[src/rtl/frac_tcam_pkg.sv]
// Shared types and constants for the fractured TCAM front-end.
// A rule is stored per 5-bit slice so the encoder sees only the bits it programs.
package frac_tcam_pkg;

    localparam int KW          = 5;
    localparam int SLICE_DEPTH = 32;
    localparam int GROUP_ROWS  = 8;

    typedef enum logic [1:0] {
        IDLE,
        LOAD,
        SWEEP,
        DONE
    } state_t;

    typedef struct packed {
        logic [KW-1:0] value;
        logic [KW-1:0] mask;
        logic          en;
    } slice_rule_t;

endpackage

[src/rtl/tcam_update_ctrl_slice_rule_encoder.sv]
// Builds one slice's 8-bit LUTRAM column: bit r is set when rule r matches
// the 5-bit key k on this slice (mask bits are don't-care).
module slice_rule_encoder
    import frac_tcam_pkg::*;
(
    input  logic [KW-1:0]                 k,
    input  slice_rule_t [GROUP_ROWS-1:0]  rules,
    output logic [GROUP_ROWS-1:0]         column
);

    always_comb begin
        column = '0;
        for (int r = 0; r < GROUP_ROWS; r++) begin
            column[r] = rules[r].en &&
                        (((k ^ rules[r].value) & ~rules[r].mask) == '0);
        end
    end

endmodule

[src/rtl/tcam_update_ctrl.sv]
// TCAM front-end: arbitrates searches against rule updates and turns a
// buffered group of 8 ternary rules into the 32-cycle LUTRAM write sweep.
module tcam_update_ctrl
    import frac_tcam_pkg::*;
#(
    parameter  int W  = 20,
    parameter  int D  = 64,
    localparam int N  = W / KW,
    localparam int G  = D / GROUP_ROWS,
    localparam int GW = (G > 1) ? $clog2(G) : 1
) (
    input  logic              clk,
    input  logic              reset,
    input  logic [W-1:0]      srch_key,
    input  logic              srch_valid,
    output logic              srch_ready,
    output logic              srch_issue,
    input  logic              upd_valid,
    output logic              upd_ready,
    input  logic [GW-1:0]     upd_group,
    input  logic [W-1:0]      upd_value,
    input  logic [W-1:0]      upd_mask,
    input  logic              upd_en,
    output logic              upd_done,
    output logic [W-1:0]      tcam_sk,
    output logic [G-1:0]      tcam_we,
    output logic [8*N-1:0]    tcam_rules
);

    state_t                   state, state_nxt;
    logic [2:0]               beat, beat_nxt;
    logic [4:0]               k, k_nxt;
    logic [GW-1:0]            group, group_nxt;
    logic [W-1:0]             value_q   [GROUP_ROWS];
    logic [W-1:0]             mask_q    [GROUP_ROWS];
    logic [GROUP_ROWS-1:0]    en_q;
    logic [W-1:0]             value_nxt [GROUP_ROWS];
    logic [W-1:0]             mask_nxt  [GROUP_ROWS];
    logic [GROUP_ROWS-1:0]    en_nxt;
    logic [G-1:0]             we_nxt;
    logic [8*N-1:0]           col_nxt;
    logic                     pend_valid;
    logic [W-1:0]             pend_key;
    logic                     upd_fire;
    logic                     srch_fire;

    assign upd_fire  = upd_valid && upd_ready;
    assign srch_fire = srch_valid && srch_ready;

    always_comb begin
        state_nxt = state;
        beat_nxt  = beat;
        k_nxt     = k;
        group_nxt = group;
        case (state)
            IDLE: begin
                if (upd_fire) begin
                    group_nxt = upd_group;
                    beat_nxt  = beat + 3'd1;
                    state_nxt = LOAD;
                end
            end
            LOAD: begin
                if (upd_fire) begin
                    beat_nxt = beat + 3'd1;
                    if (beat == 3'd7) begin
                        k_nxt     = 5'd0;
                        state_nxt = SWEEP;
                    end
                end
            end
            SWEEP: begin
                k_nxt = k + 5'd1;
                if (k == 5'd31) begin
                    state_nxt = DONE;
                end
            end
            DONE: begin
                state_nxt = IDLE;
            end
            default: begin
                state_nxt = IDLE;
            end
        endcase
    end

    // The encoder sees the rule set including the beat being accepted, so the
    // k=0 write data is ready on the same edge that takes beat 7.
    always_comb begin
        value_nxt = value_q;
        mask_nxt  = mask_q;
        en_nxt    = en_q;
        if (upd_fire) begin
            value_nxt[beat] = upd_value;
            mask_nxt[beat]  = upd_mask;
            en_nxt[beat]    = upd_en;
        end
    end

    always_comb begin
        we_nxt = '0;
        for (int g = 0; g < G; g++) begin
            if (int'(group_nxt) == g) begin
                we_nxt[g] = 1'b1;
            end
        end
    end

    for (genvar s = 0; s < N; s++) begin : g_slice
        slice_rule_t [GROUP_ROWS-1:0] slice_rules;
        for (genvar r = 0; r < GROUP_ROWS; r++) begin : g_row
            assign slice_rules[r] = {value_nxt[r][KW*s +: KW],
                                     mask_nxt[r][KW*s +: KW],
                                     en_nxt[r]};
        end
        slice_rule_encoder u_enc (
            .k      (k_nxt),
            .rules  (slice_rules),
            .column (col_nxt[8*s +: 8])
        );
    end

    // A search accepted alongside beat 7 cannot use tcam_sk during the sweep,
    // so it is parked and issued in the DONE cycle ahead of any later search.
    always_ff @(posedge clk) begin
        if (reset) begin
            state      <= IDLE;
            beat       <= 3'd0;
            k          <= 5'd0;
            group      <= '0;
            en_q       <= '0;
            pend_valid <= 1'b0;
            pend_key   <= '0;
            srch_ready <= 1'b1;
            upd_ready  <= 1'b1;
            srch_issue <= 1'b0;
            upd_done   <= 1'b0;
            tcam_we    <= '0;
            tcam_sk    <= '0;
            tcam_rules <= '0;
            for (int r = 0; r < GROUP_ROWS; r++) begin
                value_q[r] <= '0;
                mask_q[r]  <= '0;
            end
        end else begin
            state      <= state_nxt;
            beat       <= beat_nxt;
            k          <= k_nxt;
            group      <= group_nxt;
            value_q    <= value_nxt;
            mask_q     <= mask_nxt;
            en_q       <= en_nxt;
            srch_ready <= (state_nxt != SWEEP);
            upd_ready  <= (state_nxt == IDLE) || (state_nxt == LOAD);
            upd_done   <= (state_nxt == DONE);
            srch_issue <= 1'b0;
            tcam_we    <= '0;
            if (state_nxt == SWEEP) begin
                tcam_we    <= we_nxt;
                tcam_sk    <= {N{k_nxt}};
                tcam_rules <= col_nxt;
                if (srch_fire) begin
                    pend_valid <= 1'b1;
                    pend_key   <= srch_key;
                end
            end else if (pend_valid) begin
                tcam_sk    <= pend_key;
                srch_issue <= 1'b1;
                pend_valid <= 1'b0;
            end else if (srch_fire) begin
                tcam_sk    <= srch_key;
                srch_issue <= 1'b1;
            end
        end
    end

endmodule

[config.mk]
export PLATFORM = sky130hd
export DESIGN_NAME = tcam_update_ctrl
export DESIGN_NICKNAME = d
export VERILOG_FILES = /design/src/rtl/frac_tcam_pkg.sv /design/src/rtl/tcam_update_ctrl_slice_rule_encoder.sv /design/src/rtl/tcam_update_ctrl.sv
export SDC_FILE = /design/constraint.sdc
export NUM_CORES = 1
export LEC_CHECK = 0
export CAP_MARGIN = 20
export CORE_MARGIN = 1.5
export CORE_UTILIZATION = 45
export CTS_CLUSTER_DIAMETER = 120
export DETAILED_ROUTE_END_ITERATION = 8
export PLACE_DENSITY = 0.66
export SYNTH_ARGS = -nofsm -noshare
export SYNTH_HDL_FRONTEND = slang
export SYNTH_SLANG_ARGS = --single-unit
export TNS_END_PERCENT = 20
[constraint.sdc]
create_clock -name clk -period 2.4 [get_ports clk]
set_input_delay 0.24 -clock clk [delete_from_list [all_inputs] [get_ports clk]]
set_output_delay 0.24 -clock clk [all_outputs]
set_load 0.01 [all_outputs]
==> results.md <==
* Status: finished with violations
* Cells after Synth at around 2500
* Ys flop type: dfxtp_1
* Synthesis-to-finish area growth at 32.4%
* DIE WIDTH at ~210 um
* Setup ws final at -0.126 ns
* Post-DP HPWL at between 40000 and 50000 um
* Via count at about 19000
* Max Transition Viols Final at 0
* CP bufs+invs at 3
* Post-synthesis compound-gate area fraction at 0.189
* Critical path, cell by cell: ha_4 > ha_4 > nand3_4 > and3_4 > nor3_4 > buf_12 > buf_12 > buf_4 > xor2_1 > o221ai_1 > o31ai_1 > a32o_1
* Initial antenna violation count at 1
* Core footprint at roughly 42000 um2
* Post-Syn Nets at approximately 2500
* Period utilisation layout at 1.05
* GPL Wtd Cong at between 0.9 and 1
* Detail Route Antenna Nets at 0
* Worst Setup Start Kind: register
* R2R depth at 12
* H-tree levels at 2
* Asr flop ratio synth at 0
* Final Cell Area at around 25000 um2
* Crit path time final at about 2.5 ns
* Pwr dens at roughly 660 nW/um2
* Sequential share of the synthesized area at 0.447
* Worst Path Max Fanout at 6
* Yosys top cell by area: dfxtp_1
* Grt ovf at 0
* Flop2flop setup slack at -0.13 ns
* First-pass GRT wire length at about 100000 um
* PortBufs at roughly 130
* Hold path depth at 3
* Clk_lat worst skew at 0.59 ns
* Family with the most delay on the worst path: compound AO/OA/AOI/OAI gates
* First-pass DRT Iterations at 6
* RSZ-0062 raised after global routing: true
* Netlist cell types at 72
* CP peak stage delay at between 0.3 and 0.4 ns
* Die Y at about 210 um
* Leak Pwr at just over 9 nW
* Routed WL at 68400 um
* Clock Tree Root: clkbuf_16
* Largest family of logic cells by synthesized area: simple AND/OR/NAND/NOR gates
* Worst hold endpoint: pend_key[11]
* Worst-Margin Slew at 0.928 ns
* Layout cells sized above 1 at 0.188
* M2 GR Usage at 0.472
* CTS Sinks at around 430
* Peak supply drop at 0.000527 V
* Die Area at approximately 44000 um2
* Simple-gate share of the synthesized area at 0.216
* Vias in the first global route at approximately 18000
* CTS tree: built
* Syn_area_per_cell at around 7.8 um2
* Syn. warnings at 0
* Cell Count, Final, Fillers Out at between 3000 and 4000
* # rows at 75
* Mux share of post-synthesis cell area at 0.0303
* Worst r2r src: beat[1]
* Grt met1 use at 0.427
* Hold Path Class: in2reg
* Largest net degree at the start of global routing at 155
* DRT iter0 DRCs at between 2000 and 2500
* Wirelength per Cell at 20.7 um
* Vias/cell at between 5 and 6
* Final Skew at 0.0176 ns
* Post-Synth XOR/XNOR Area at 0.0643
* Failing checks: negative setup slack
* Worst hold slack at 0.298 ns
* Max Clk Rate at slightly below 400 MHz
* Worst Setup End Kind: register
* Commonest cells in the netlist: nand2_1 (723), dfxtp_1 (426), a21oi_1 (385)
* Placed inst area at 22700 um2
* Worst Path Required at between 2 and 3 ns
* Hold Path Origin: srch_key[11]
* Yosys top cell area share at 0.447
* Top Usage Layer GRT: met2
* Synthesized area at about 19000 um2
* Synthesis-stage register bit count at between 400 and 500
* Leading post-synthesis cells by cell area: dfxtp_1 (45%), nand2_1 (14%), a21oi_1 (10%)
* Final setup TNS at -1.39 ns
* # IOs at between 100 and 150
* Slew margin rel. at 0.381
* Max Cap Violations at 0
* Critical path class: reg2reg
* Worst EP arrival at 3.00 ns
* GRT Total Usage at 0.308
* Endpoints failing setup at 25
* EDFF count, synth at 0
* Post-placement cell count at 3200
* CTS max path bufs at 3
* Num CTS Buffers at 46
* Synth Area in Adders at 0.00459
* Worst-path clk slew at about 0.060 ns
* Final Core Density at 0.603
* Residual DRC at 0
* M3 GR Usage at 0.0523
* Initial Util at 0.456
* R2R Path End: tcam_rules[29]
* Net count, final at 2804
* Count leader, synth: nand2_1
* Slowest-stage cell, CP: dfxtp_2
* Final Hold Fails at 0
## kinds of logic after synthesis
logic type	Yosys count
AOI/OAI and AO/OA	608
xor gates and xnor gates	140
and+or+nand+nor	992
DFF	426
muxes	56
adders and majority gates	7
buffers and inverters	230
## cell usage in the layout (no fill, tap or decap), drive strengths merged, types with 12 or more instances in the layout
master / netlist / routed
clkdlybuf4s50: 0 / 130
a32o: 18 / 18
clkbuf: 157 / 68
a21oi: 385 / 385
nor2: 96 / 96
buf: 55 / 302
nor3: 64 / 64
mux2i: 52 / 52
o22ai: 28 / 28
dfxtp: 426 / 426
nand3: 19 / 20
nor2b: 15 / 15
xnor2: 111 / 111
nand2b: 12 / 12
and3: 12 / 12
nand2: 725 / 725
o211ai: 25 / 25
o31ai: 13 / 13
o21ai: 47 / 47
xor2: 29 / 29
inv: 18 / 19
o221ai: 20 / 20
## per-layer routing
layer	routed length, um	up-vias
met3	6310	188
li1	-	8876
met1	29100	9119
met5	0	-
met4	2940	0
met2	30100	972
## flip-flops by register name (all words and copies together) (netlist names), 2 cells and up
| name | flops |
|---|---|
| beat | 3 |
| tcam_we | 8 |
| group | 3 |
| tcam_rules | 32 |
| pend_key | 20 |
| tcam_sk | 20 |
| mask_q | 160 |
| k | 5 |
| state | 2 |
| en_q | 8 |
| value_q | 160 |
## what timing repair did
| action | in CTS | in global routing |
|---|---|---|
| hold endpoints to repair | 3 | 0 |
| setup buffers | 15 | 2 |
| pin swaps | 42 | 18 |
| gates cloned | 2 | 0 |
| gates resized for setup | 121 | 43 |
| hold buffers | 1 | 0 |
| setup endpoints to repair | 56 | 40 |
## report_power, final
part	internal (mW)	switching, mW
Sequential	7.23	0.101
Combinational	0.672	1.00
Clock	4.66	2.99
## worst register-to-register path: stages (launching register included)
cell and delay [ns]:
dfxtp_2 0.35, ha_4 0.15, ha_4 0.16, nand3_4 0.13, and3_4 0.23, nor3_4 0.25, buf_12 0.16, buf_12 0.12
buf_4 0.14, xor2_1 0.07, o221ai_1 0.27, o31ai_1 0.13, a32o_1 0.27
## per-stage QoR
stage | setup WS (ns) | power, mW
finish | -0.126 | 16.7
global route | -0.187 | 17.1
CTS | -0.0759 | 16.7
detailed placement | -0.494 | 9.02
global placement | -0.471 | 8.99
floorplan | -0.00816 | 8.28
## cell type report
class / count / area, um2
Fill cell: 3661 / 16600
Multi-Input combinational cell: 1804 / 10400
Sequential cell: 426 / 8540
Timing Repair Buffer: 433 / 3940
Clock buffer: 68 / 1440
Tap cell: 539 / 674
Clock inverter: 15 / 204
Inverter: 18 / 70.1
Antenna cell: 1 / 2.50
## how the worst max path moves through the flow
| stage | start | to | cells past startpoint |
|---|---|---|---|
| floorplan | k[1] | tcam_rules[20] | 11 |
| global placement | upd_valid | tcam_rules[11] | 8 |
| detailed placement | upd_valid | tcam_rules[11] | 8 |
| CTS | beat[1] | tcam_rules[19] | 11 |
| global route | state[0] | tcam_rules[18] | 10 |
| finish | beat[1] | tcam_rules[29] | 12 |
Note: power is estimated with default switching activity, not from simulation.
